`src/rtl/sysid_check_master.sv`:
```
`default_nettype none
// ============================================================================
// Module   : sysid_check_master
// Brief    : Avalon-MM read initiator that fetches the system ID (word 0) and
//            the build timestamp (word 1) from the sysid slave, compares them
//            against build-time values and publishes a boot pass/fail verdict.
// Revision : 1.0 - initial release
// ============================================================================
module sysid_check_master #(
    parameter logic [31:0] EXPECTED_ID    = 32'd0,
    parameter logic [31:0] MIN_TIMESTAMP  = 32'd1498439491,
    parameter int          TIMEOUT_CYCLES = 255,
    parameter int          MAX_RETRIES    = 3,
    parameter bit          AUTO_START     = 1'b1
) (
    input  logic        clock,
    input  logic        reset_n,
    input  logic        start,
    output logic        avm_address,
    output logic        avm_read,
    input  logic        avm_waitrequest,
    input  logic        avm_readdatavalid,
    input  logic [31:0] avm_readdata,
    output logic        busy,
    output logic        done,
    output logic        pass,
    output logic        timeout_err,
    output logic [31:0] id_out,
    output logic [31:0] timestamp_out
);

    typedef enum logic [2:0] {
        S_IDLE    = 3'd0,
        S_REQ_ID  = 3'd1,
        S_WAIT_ID = 3'd2,
        S_REQ_TS  = 3'd3,
        S_WAIT_TS = 3'd4,
        S_CHECK   = 3'd5,
        S_FINISH  = 3'd6
    } state_t;

    // The timeout fires on the edge where the counter would reach TIMEOUT_CYCLES.
    localparam logic [15:0] c_tmo_last  = 16'(TIMEOUT_CYCLES - 1);
    localparam logic [3:0]  c_max_retry = 4'(MAX_RETRIES);

    state_t      r_state;
    logic [15:0] r_tmo_cnt;
    logic [3:0]  r_retry;
    logic        r_gap;      // one-cycle read drop before a re-issue
    logic        r_auto;     // pending automatic start after reset release
    logic        r_read;
    logic        r_address;
    logic        r_busy;
    logic        r_done;
    logic        r_pass;
    logic        r_timeout_err;
    logic [31:0] r_id;
    logic [31:0] r_ts;

    logic w_req_state;
    logic w_wait_state;
    logic w_ts_phase;
    logic w_accept;
    logic w_data_now;
    logic w_expired;
    logic w_go;

    assign w_req_state  = (r_state == S_REQ_ID) || (r_state == S_REQ_TS);
    assign w_wait_state = (r_state == S_WAIT_ID) || (r_state == S_WAIT_TS);
    assign w_ts_phase   = (r_state == S_REQ_TS) || (r_state == S_WAIT_TS);
    assign w_accept     = w_req_state && !r_gap && !avm_waitrequest;
    // Data is only taken on the accept edge (zero-latency slave) or while waiting;
    // any other readdatavalid is a stale response and is ignored.
    assign w_data_now   = avm_readdatavalid && (w_accept || w_wait_state);
    assign w_expired    = (r_tmo_cnt >= c_tmo_last);
    assign w_go         = start || r_auto;

    // Check sequencer: issues both reads, handles timeouts/retries and forms the verdict.
    always_ff @(posedge clock) begin
        if (!reset_n) begin
            r_state       <= S_IDLE;
            r_tmo_cnt     <= 16'd0;
            r_retry       <= 4'd0;
            r_gap         <= 1'b0;
            r_auto        <= AUTO_START;
            r_read        <= 1'b0;
            r_address     <= 1'b0;
            r_busy        <= 1'b0;
            r_done        <= 1'b0;
            r_pass        <= 1'b0;
            r_timeout_err <= 1'b0;
            r_id          <= 32'd0;
            r_ts          <= 32'd0;
        end else begin
            case (r_state)
                S_IDLE: begin
                    if (w_go) begin
                        r_auto        <= 1'b0;
                        r_busy        <= 1'b1;
                        r_done        <= 1'b0;
                        r_pass        <= 1'b0;
                        r_timeout_err <= 1'b0;
                        r_retry       <= 4'd0;
                        r_tmo_cnt     <= 16'd0;
                        r_gap         <= 1'b0;
                        r_read        <= 1'b1;
                        r_address     <= 1'b0;
                        r_state       <= S_REQ_ID;
                    end
                end
                S_REQ_ID, S_WAIT_ID, S_REQ_TS, S_WAIT_TS: begin
                    if (w_req_state && r_gap) begin
                        r_gap  <= 1'b0;
                        r_read <= 1'b1;
                    end else if (w_data_now) begin
                        r_retry   <= 4'd0;
                        r_tmo_cnt <= 16'd0;
                        if (w_ts_phase) begin
                            r_ts    <= avm_readdata;
                            r_read  <= 1'b0;
                            r_state <= S_CHECK;
                        end else begin
                            r_id      <= avm_readdata;
                            r_read    <= 1'b1;
                            r_address <= 1'b1;
                            r_state   <= S_REQ_TS;
                        end
                    end else if (w_accept) begin
                        r_read    <= 1'b0;
                        r_tmo_cnt <= r_tmo_cnt + 16'd1;
                        r_state   <= w_ts_phase ? S_WAIT_TS : S_WAIT_ID;
                    end else if (w_expired) begin
                        r_read <= 1'b0;
                        if (r_retry == c_max_retry) begin
                            r_timeout_err <= 1'b1;
                            r_pass        <= 1'b0;
                            r_state       <= S_FINISH;
                        end else begin
                            r_retry   <= r_retry + 4'd1;
                            r_gap     <= 1'b1;
                            r_tmo_cnt <= 16'd0;
                            r_state   <= w_ts_phase ? S_REQ_TS : S_REQ_ID;
                        end
                    end else begin
                        r_tmo_cnt <= r_tmo_cnt + 16'd1;
                    end
                end
                S_CHECK: begin
                    r_pass  <= (r_id == EXPECTED_ID) && (r_ts >= MIN_TIMESTAMP);
                    r_state <= S_FINISH;
                end
                S_FINISH: begin
                    r_done  <= 1'b1;
                    r_busy  <= 1'b0;
                    r_state <= S_IDLE;
                end
                default: begin
                    r_read  <= 1'b0;
                    r_state <= S_IDLE;
                end
            endcase
        end
    end

    assign avm_read      = r_read;
    assign avm_address   = r_address;
    assign busy          = r_busy;
    assign done          = r_done;
    assign pass          = r_pass;
    assign timeout_err   = r_timeout_err;
    assign id_out        = r_id;
    assign timestamp_out = r_ts;

endmodule
`default_nettype wire

```
`config.mk`:
```
export PLATFORM = sky130hd
export DESIGN_NAME = sysid_check_master
export DESIGN_NICKNAME = d
export VERILOG_FILES = /design/src/rtl/sysid_check_master.sv
export SDC_FILE = /design/constraint.sdc
export NUM_CORES = 1
export LEC_CHECK = 0
export ABC_AREA = 1
export BUFFER_PORTS_ARGS = -buffer_cell sky130_fd_sc_hd__buf_2
export CAP_MARGIN = 30
export CORE_ASPECT_RATIO = 1.2
export CORE_UTILIZATION = 30
export DETAILED_ROUTE_END_ITERATION = 10
export HOLD_SLACK_MARGIN = 0.06
export PLACE_DENSITY_LB_ADDON = 0.1
export SYNTH_ARGS = -nofsm -noshare
export SYNTH_HDL_FRONTEND = slang
export SYNTH_SLANG_ARGS = --single-unit
export TNS_END_PERCENT = 50
```
`constraint.sdc`:
```
create_clock -name clock -period 2 [get_ports clock]
set_clock_uncertainty 0.1 [all_clocks]
set_input_delay 0.2 -clock clock [delete_from_list [all_inputs] [get_ports clock]]
set_output_delay 0.2 -clock clock [all_outputs]
set_load 0.02 [all_outputs]
```
==> impl_metrics.json, run 1 <==
{
  "grt_setup_unrepaired": "false",
  "drv_cap": 0,
  "cts.clk_slew.worst_paths_ns": 0.07,
  "comb_power_share_pct": 42.2,
  "totalWireLength_mm": 13.8,
  "start_util_pct": 30.9,
  "die_w_um": 114,
  "relSlewSlack_pct": 72.1,
  "synth-seq-cells": 95,
  "intPower_mw": 4.12,
  "grt_pass1_vias": 4228,
  "nNetsFinal": 832,
  "avgSynthCellArea_sq_um": 6.88,
  "layout-drive-gt1-share_pct": 20.7,
  "period_share_pct": 90.5,
  "grt_antenna_before_repair": 0,
  "ys_seq_area_share_pct": 42.3,
  "die_y_um": 136,
  "ir_drop_v": 0.000512,
  "swShare_pct": 42.2,
  "vias": 4656,
  "slew_viol_final": 0,
  "max_freq_ghz": 0.552,
  "hold_viol_final": 0,
  "gp_congestion": 0.847,
  "finalSetupTns_ns": 0,
  "hold_path_depth": 3,
  "grt_overflow": 0,
  "fillers": 1561,
  "std_cell_rows": 48,
  "ys_warn_count": 0,
  "cts.path.max_buffers": 2,
  "crit_type": "reg -> reg",
  "regArea_sq_um": 1910,
  "synth.distinct_cells": 31,
  "grt_pass1_wl_mm": 21.2,
  "wl_per_cell_um": 13.9,
  "required_ns": 2.19,
  "place_hpwl_mm": 9.97,
  "route.detailed.drc": 0,
  "tightest_slew_ns": 0.419,
  "cts_buffers": 9,
  "grt.total_usage_pct": 17.6,
  "syn_area_sq_um": 4490,
  "seqPwrFrac_pct": 35.0,
  "grt_max_degree": 67,
  "area_delta_synth_final_pct": 30.4,
  "synth_nets": 693,
  "io_buffers": 106,
  "cts_tree": "yes",
  "start_kind": "flip-flop",
  "coreArea_sq_um": 14500,
  "final_cell_area_sq_um": 5860,
  "io_pins": 107,
  "root_buffer": "clkbuf_16",
  "detail-route-antenna-nets": 0,
  "setup_violations": 0,
  "p_per_area_nw_per_um2": 1220,
  "firstDrtPassIters": 5,
  "hold_path.class": "in -> reg",
  "viasPerCell": 4.67,
  "fin_crit_ns": 1.81,
  "die-area_sq_um": 15500,
  "htreeDepth": 3,
  "cts.sinks": 95,
  "cp.arrival_ns": 2.00,
  "syn_inst": 653,
  "clk_latency_ns": 0.35,
  "status": "complete, no violations",
  "cp-end-kind": "flip-flop",
  "crit_fanout": 6,
  "power_switching_mw": 3.01,
  "initialDrtViolationCount": 278,
  "dpl_cell_area_sq_um": 5250,
  "r2r_cells": 12,
  "leakagePower_nw": 2.60,
  "cts_setup_buffers": 0,
  "power_mw": 7.13,
  "multi_input_area_sq_um": 2110,
  "pwr-share-clk_pct": 22.8,
  "antenna_cells": 0
}
==> metrics by stage <==
step	std cells	hold slack (ns)	utilization (%)	setup WS, ns
floorplan	653	0.265	-	0.300
global placement	949	0.334	36.1	0.150
detailed placement	949	0.333	36.1	0.0836
CTS	996	0.0791	40.2	0.0630
global route	997	0.120	40.3	0.00967
finish	997	0.0896	40.3	0.190
==> power groups by stage <==
stage                     Combinational [mW]  Sequential [mW]  Clock [mW]
after global placement                  2.92             2.53           0
after CTS                               2.98             2.49        1.68
final                                   3.01             2.50        1.63
after detailed placement                2.92             2.53           0
after floorplan                         1.69             2.90           0
after global routing                    3.34             2.55        1.74
==> layout make-up <==
| type | instances | share of cell area, % |
|---|---|---|
| sequential | 95 | 32.6 |
| tap | 200 | 4.27 |
| clock buffer | 10 | 3.91 |
| inverter | 87 | 5.62 |
| multi-input combinational | 444 | 36.0 |
| clock inverter | 6 | 0.769 |
| timing repair buffer | 155 | 16.9 |
==> layout by cell type (no fill, tap or decap), drive strengths merged, types with 4 or more instances in the layout <==
master       netlist  layout
dlygate4sd3        0      31
nor2              66      66
nand2            132     132
buf               16     124
dfxtp             95      95
nand3             53      53
nor3               4       4
clkbuf            12      10
nand4             22      22
or2                3       4
o21ai             54      54
inv               86      87
a21oi             99      99
==> cells by family after synthesis <==
family / share of synthesized area (%)
adder cells (fa/ha/maj): 0.836
buffers and inverters: 11.1
flip-flops: 42.3
XOR/XNOR: 0.585
AO/OA/AOI/OAI: 17.5
AND/OR/NAND/NOR: 27.7
==> flip-flops by register name, summed over array words and instances (netlist names) <==
| signal | count |
|---|---|
| avm_address | 1 |
| avm_read | 1 |
| busy | 1 |
| done | 1 |
| id_out | 32 |
| pass | 1 |
| r_auto | 1 |
| r_gap | 1 |
| r_retry | 4 |
| r_state | 3 |
| r_tmo_cnt | 16 |
| timeout_err | 1 |
| timestamp_out | 32 |
==> metal layers <==
metal	track usage (%)	wire, um	vias to the layer above
met1	22.9	6530	2109
li1	-	-	2417
met2	28.9	6480	114
met4	7.89	255	0
met3	2.18	569	16
met5	0	0	-
==> final timing paths <==
kind | start | slack [ns] | to
worst min register to register | r_auto$_SDFFE_PN1P_ | 0.35 | r_auto$_SDFFE_PN1P_
worst min-delay path | avm_readdata[15] | 0.09 | id_out[15]$_SDFFE_PN0P_
worst max register to register | r_tmo_cnt[0]$_SDFFE_PN0P_ | 0.19 | r_tmo_cnt[6]$_SDFFE_PN0P_
worst max-delay path | r_tmo_cnt[0]$_SDFFE_PN0P_ | 0.19 | r_tmo_cnt[6]$_SDFFE_PN0P_
==> synth_stat cells <==
master    instances  area (sq um)
nor2_4            2          22.5
xor2_1            2          17.5
nand3_1          52           260
nand2_2           3          18.8
inv_2             4          15.0
ha_1              3          37.5
nand4_1          22           138
nand3b_1          1          7.51
nor2_2            1          6.26
nand2_1         127           477
nand2_4           2          22.5
nand2b_1          1          6.26
or2_4             1          8.76
inv_1            81           304
nand3_2           1          10.0
inv_4             1          6.26
or2_2             2          12.5
nor2_1           63           236
a21oi_1          99           495
buf_1             1          3.75
buf_2             8          40.0
o21ai_0          44           220
o21ai_1          10          50.1
dfxtp_1          95          1900
xnor2_1           1          8.76
a31oi_1           1          6.26
buf_6             7          78.8
o22ai_2           1          12.5
nor3_1            4          20.0
clkbuf_1         12          45.0
clkinv_1          1          3.75
==> critical path, stage by stage (launching register included) <==
cell	delay, ns
dfxtp_2	0.34
inv_1	0.06
ha_1	0.19
nor2_1	0.09
nor2_1	0.05
nand2_1	0.09
nand2_1	0.12
inv_1	0.13
nor2_1	0.05
nor2_1	0.17
buf_4	0.19
a21oi_1	0.07
nor2_1	0.11
==> repair_timing <==
item / 4_1_cts / 5_1_grt
endpoints found under the setup margin: 0 / 43
gates resized for setup: 0 / 9
hold endpoints to repair: 46 / 0
hold buffers: 31 / 0
Power figures use the tool's default switching activity.
==> inputs of run 2 (changes only) <==
ABC_CLOCK_PERIOD_IN_PS = 2000   (was not set)
BUFFER_PORTS_ARGS = not set   (was -buffer_cell sky130_fd_sc_hd__buf_2)
DONT_BUFFER_PORTS = 1   (was not set)
==> impl_metrics.json, run 2 (synthesis results as in run 1) <==
{
  "crit_path_frequent_cell": "nand2_1",
  "hold_path.class": "in -> reg",
  "required_ns": 2.14,
  "cts.path.max_buffers": 2,
  "grt_setup_unrepaired": "false",
  "final_cell_area_sq_um": 5460,
  "fin_util_pct": 37.5,
  "cts_buffers": 9,
  "cp-end-kind": "flip-flop",
  "io_pins": 107,
  "initialDrtViolationCount": 323,
  "firstDrtPassIters": 4,
  "std_cell_rows": 48,
  "max_freq_ghz": 0.546,
  "antenna_cells": 0,
  "dp_slack_ns": 0.154,
  "dp_cells": 847,
  "totalWireLength_mm": 13.5,
  "cts.sinks": 95,
  "grt_pass1_vias": 4043,
  "ir_drop_v": 0.000440,
  "layout-drive-gt1-share_pct": 9.03,
  "crit_fanout": 5,
  "io_buffers": 0,
  "leakagePower_nw": 2.16,
  "slew_viol_final": 0,
  "grt_overflow": 0,
  "start_util_pct": 30.9,
  "gp_congestion": 0.873,
  "grt_max_degree": 67,
  "die-area_sq_um": 15500,
  "finalSetupTns_ns": 0,
  "detail-route-antenna-nets": 0,
  "root_buffer": "clkbuf_16",
  "area_delta_synth_final_pct": 21.4,
  "crit_chain": "inv_1 > nand2_1 > nand3_2 > o21ai_0 > nor2_2 > buf_4 > nand2_1 > nand3_1 > a21oi_1 > nor2_1",
  "clk_latency_ns": 0.35,
  "hold_viol_final": 0,
  "relSlewSlack_pct": 73.7,
  "layout_common_cells": "nand2_1 (127), a21oi_1 (99), dfxtp_1 (92)",
  "cts.clk_slew.worst_paths_ns": 0.06,
  "place_hpwl_mm": 9.79,
  "dpl_cell_area_sq_um": 4750,
  "cts_tree": "yes",
  "slowest_delay_ns": 0.35,
  "drv_cap": 0,
  "fillers": 1603,
  "p_per_area_nw_per_um2": 1310,
  "cpMaxStageDelayCell": "dfxtp_1",
  "multi_input_area_sq_um": 2110,
  "layout.cells.non_filler": 898,
  "setup_violations": 0,
  "coreArea_sq_um": 14500,
  "whs_ns": 0.0978,
  "die_y_um": 136,
  "cts_setup_buffers": 0,
  "wl_per_cell_um": 15.0,
  "nNetsFinal": 734,
  "crit_type": "reg -> reg",
  "start_kind": "flip-flop",
  "regArea_sq_um": 1910,
  "viasPerCell": 4.79,
  "grt_pass1_wl_mm": 21.5,
  "fin_crit_ns": 1.83,
  "tightest_slew_ns": 0.390,
  "route.detailed.drc": 0,
  "htreeDepth": 3,
  "grt_antenna_before_repair": 0,
  "layout_commonest_cell": "nand2_1",
  "status": "complete, no violations",
  "period_share_pct": 91.6,
  "grt.total_usage_pct": 18.0,
  "die_w_um": 114,
  "power_mw": 7.17,
  "vias": 4298,
  "setup_ws_ns": 0.169,
  "cp.arrival_ns": 1.97
}
==> run 2: cell types whose count changed in the layout (fill, tap and decap cells not counted), moves of 2 or more <==
cell,change
buf_4,+4
bufinv_16,+2
dlygate4sd3_1,+3
buf_2,-106
clkinvlp_4,-2
==> run 2: cell type report <==
type	count	area share [%]
Sequential cell	95	34.9
Multi-Input combinational cell	444	38.7
Clock inverter	5	1.49
Timing Repair Buffer	57	9.86
Tap cell	200	4.59
Inverter	87	6.03
Clock buffer	10	4.38
==> run 2: what timing repair did <==
| action | 4_1_cts | 5_1_grt |
|---|---|---|
| hold endpoints to repair | 81 | 0 |
| gates resized for setup | 0 | 7 |
| endpoints found under the setup margin | 0 | 36 |
| hold buffers | 35 | 0 |
==> run 2: per-layer routing <==
metal	vias to the layer above	wire length, um	share of wire [%]	global-route usage, %
li1	2211	-	-	-
met1	1958	6090	45	22.6
met2	110	6330	47	29.2
met3	19	778	5.8	4.24
met4	0	314	2.3	7.82
met5	-	0	0	0
==> run 2: worst max-delay path, delay by kind of cell (launching register included) <==
family / cells / cell delay [ns]
compound gates: 2 / 0.52
buf+inv: 2 / 0.26
flops: 1 / 0.35
simple gates: 6 / 0.49
==> run 2: final timing paths <==
check,start,endpoint,slack [ns],cells after the start
setup / recovery,r_state[1]$_SDFFE_PN0P_,r_state[1]$_SDFFE_PN0P_,0.17,10
setup reg to reg,r_state[1]$_SDFFE_PN0P_,r_state[1]$_SDFFE_PN0P_,0.17,10
hold reg to reg,r_auto$_SDFFE_PN1P_,r_auto$_SDFFE_PN1P_,0.35,2
hold / removal,avm_readdatavalid,timeout_err$_SDFFE_PN0P_,0.1,3
==> run 2: report_power, final <==
group | internal [mW] | switching, mW | leakage [nW] | total (mW)
Combinational | 0.824 | 1.53 | 1.23 | 2.35
Clock | 1.13 | 0.754 | 0.155 | 1.88
Sequential | 2.28 | 0.662 | 0.774 | 2.94
Total | 4.23 | 2.95 | 2.16 | 7.17
==> inputs of run 3 (changes only) <==
RECOVER_POWER = 50   (was not set)
==> impl_metrics.json, run 3 (synthesis results as in run 1) <==
{
  "status": "complete, no violations",
  "cts_buffers": 9,
  "detail-route-antenna-nets": 0,
  "start_kind": "flip-flop",
  "setup_violations": 0,
  "clk_latency_ns": 0.35,
  "layout_common_cells": "nand2_1 (128), a21oi_1 (99), dfxtp_1 (92)",
  "period_share_pct": 92.2,
  "critical_path.top_delay_family": "compound AO/OA/AOI/OAI gates",
  "hold_viol_final": 0,
  "totalWireLength_mm": 13.5,
  "dp_slack_ns": 0.154,
  "grt_overflow": 0,
  "gp_congestion": 0.873,
  "cpMaxStageDelayCell": "dfxtp_1",
  "die-area_sq_um": 15500,
  "antenna_cells": 0,
  "start_util_pct": 30.9,
  "tightest_slew_ns": 0.408,
  "crit_chain": "inv_1 > nand2_1 > nand3_2 > o21ai_0 > nor2_2 > buf_4 > nand2_1 > nand3_1 > a21oi_1 > nor2_1",
  "crit_path_frequent_cell": "nand2_1",
  "grt_pass1_wl_mm": 21.5,
  "initialDrtViolationCount": 327,
  "io_pins": 107,
  "wl_per_cell_um": 15.0,
  "die_y_um": 136,
  "finalSetupTns_ns": 0,
  "crit_fanout": 5,
  "grt_pass1_vias": 4043,
  "drv_cap": 0,
  "std_cell_rows": 48,
  "fin_crit_ns": 1.84,
  "cts_setup_buffers": 0,
  "required_ns": 2.14,
  "cts.sinks": 95,
  "cp-end-kind": "flip-flop",
  "die_w_um": 114,
  "setup_ws_ns": 0.156,
  "wl_met3_um": 751,
  "cts.path.max_buffers": 2,
  "wl_met1_mm": 6.09,
  "slowest_delay_ns": 0.35,
  "grt_antenna_before_repair": 0,
  "grt_setup_unrepaired": "false",
  "nNetsFinal": 734,
  "crit_type": "reg -> reg",
  "layout-drive-gt1-share_pct": 8.60,
  "hold_path.class": "in -> reg",
  "leakagePower_nw": 2.15,
  "coreArea_sq_um": 14500,
  "grt_max_degree": 67,
  "route.detailed.drc": 0,
  "fillers": 1603,
  "max_freq_ghz": 0.542,
  "vias": 4301,
  "whs_ns": 0.0980,
  "cts_tree": "yes",
  "cp.arrival_ns": 1.98,
  "root_buffer": "clkbuf_16",
  "viasPerCell": 4.79,
  "p_per_area_nw_per_um2": 1310,
  "place_hpwl_mm": 9.79,
  "relSlewSlack_pct": 72.8,
  "htreeDepth": 3,
  "top_layer": "met4",
  "wl_met2_mm": 6.35,
  "firstDrtPassIters": 4,
  "crit_buf_inv": 2,
  "slew_viol_final": 0,
  "grt.total_usage_pct": 18.0,
  "ir_drop_v": 0.000444,
  "layout_commonest_cell": "nand2_1",
  "io_buffers": 0,
  "fin_util_pct": 37.5,
  "cts.clk_slew.worst_paths_ns": 0.06,
  "area_delta_synth_final_pct": 21.2
}
==> run 3: worst min-delay path, delay by kind of cell <==
kind / cells / cell delay [ns]
AOI/OAI and AO/OA: 2 / 0.26
and+or+nand+nor: 1 / 0.05
==> run 3: final timing paths <==
check                                from                        to  slack, ns  cells after the start
setup / recovery  r_state[1]$_SDFFE_PN0P_   r_state[1]$_SDFFE_PN0P_       0.16                     10
hold / removal          avm_readdatavalid  timeout_err$_SDFFE_PN0P_        0.1                      3
setup reg to reg  r_state[1]$_SDFFE_PN0P_   r_state[1]$_SDFFE_PN0P_       0.16                     10
hold reg to reg       r_auto$_SDFFE_PN1P_       r_auto$_SDFFE_PN1P_       0.35                      2
==> run 3: metrics by stage <==
stage / total power [mW] / cells / instance area [sq um]
final: 7.16 / 898 / 5450
after CTS: 7.20 / 897 / 5430
after global routing: 7.70 / 898 / 5450
after global placement: 5.22 / 847 / 4750
after floorplan: 4.59 / 653 / 4490
after detailed placement: 5.21 / 847 / 4750
==> run 3: what timing repair did <==
item / CTS / global route
setup endpoints to repair: 0 / 36
endpoints found under the hold margin: 81 / 0
hold buffers: 35 / 0
gates resized for setup: 0 / 7
==> run 3: final cells by class <==
cell class / count / area (sq um) / area share [%]
clock inverters: 5 / 81.3 / 1.49
well taps: 200 / 250 / 4.59
clock buffers: 10 / 239 / 4.39
repair buffers: 57 / 531 / 9.74
flip-flops and latches: 95 / 1910 / 35.0
multi-input cells: 444 / 2110 / 38.8
inverters: 87 / 329 / 6.04
==> run 3: metal layers <==
| layer | vias to the layer above | track usage (%) |
|---|---|---|
| li1 | 2212 | - |
| met1 | 1966 | 22.6 |
| met2 | 104 | 29.2 |
| met3 | 19 | 4.24 |
| met4 | 0 | 7.82 |
| met5 | - | 0 |
==> run 3: power breakdown <==
group	leakage [nW]	switching [mW]	internal, mW
Combinational	1.22	1.53	0.816
Clock	0.155	0.754	1.13
Sequential	0.774	0.662	2.28
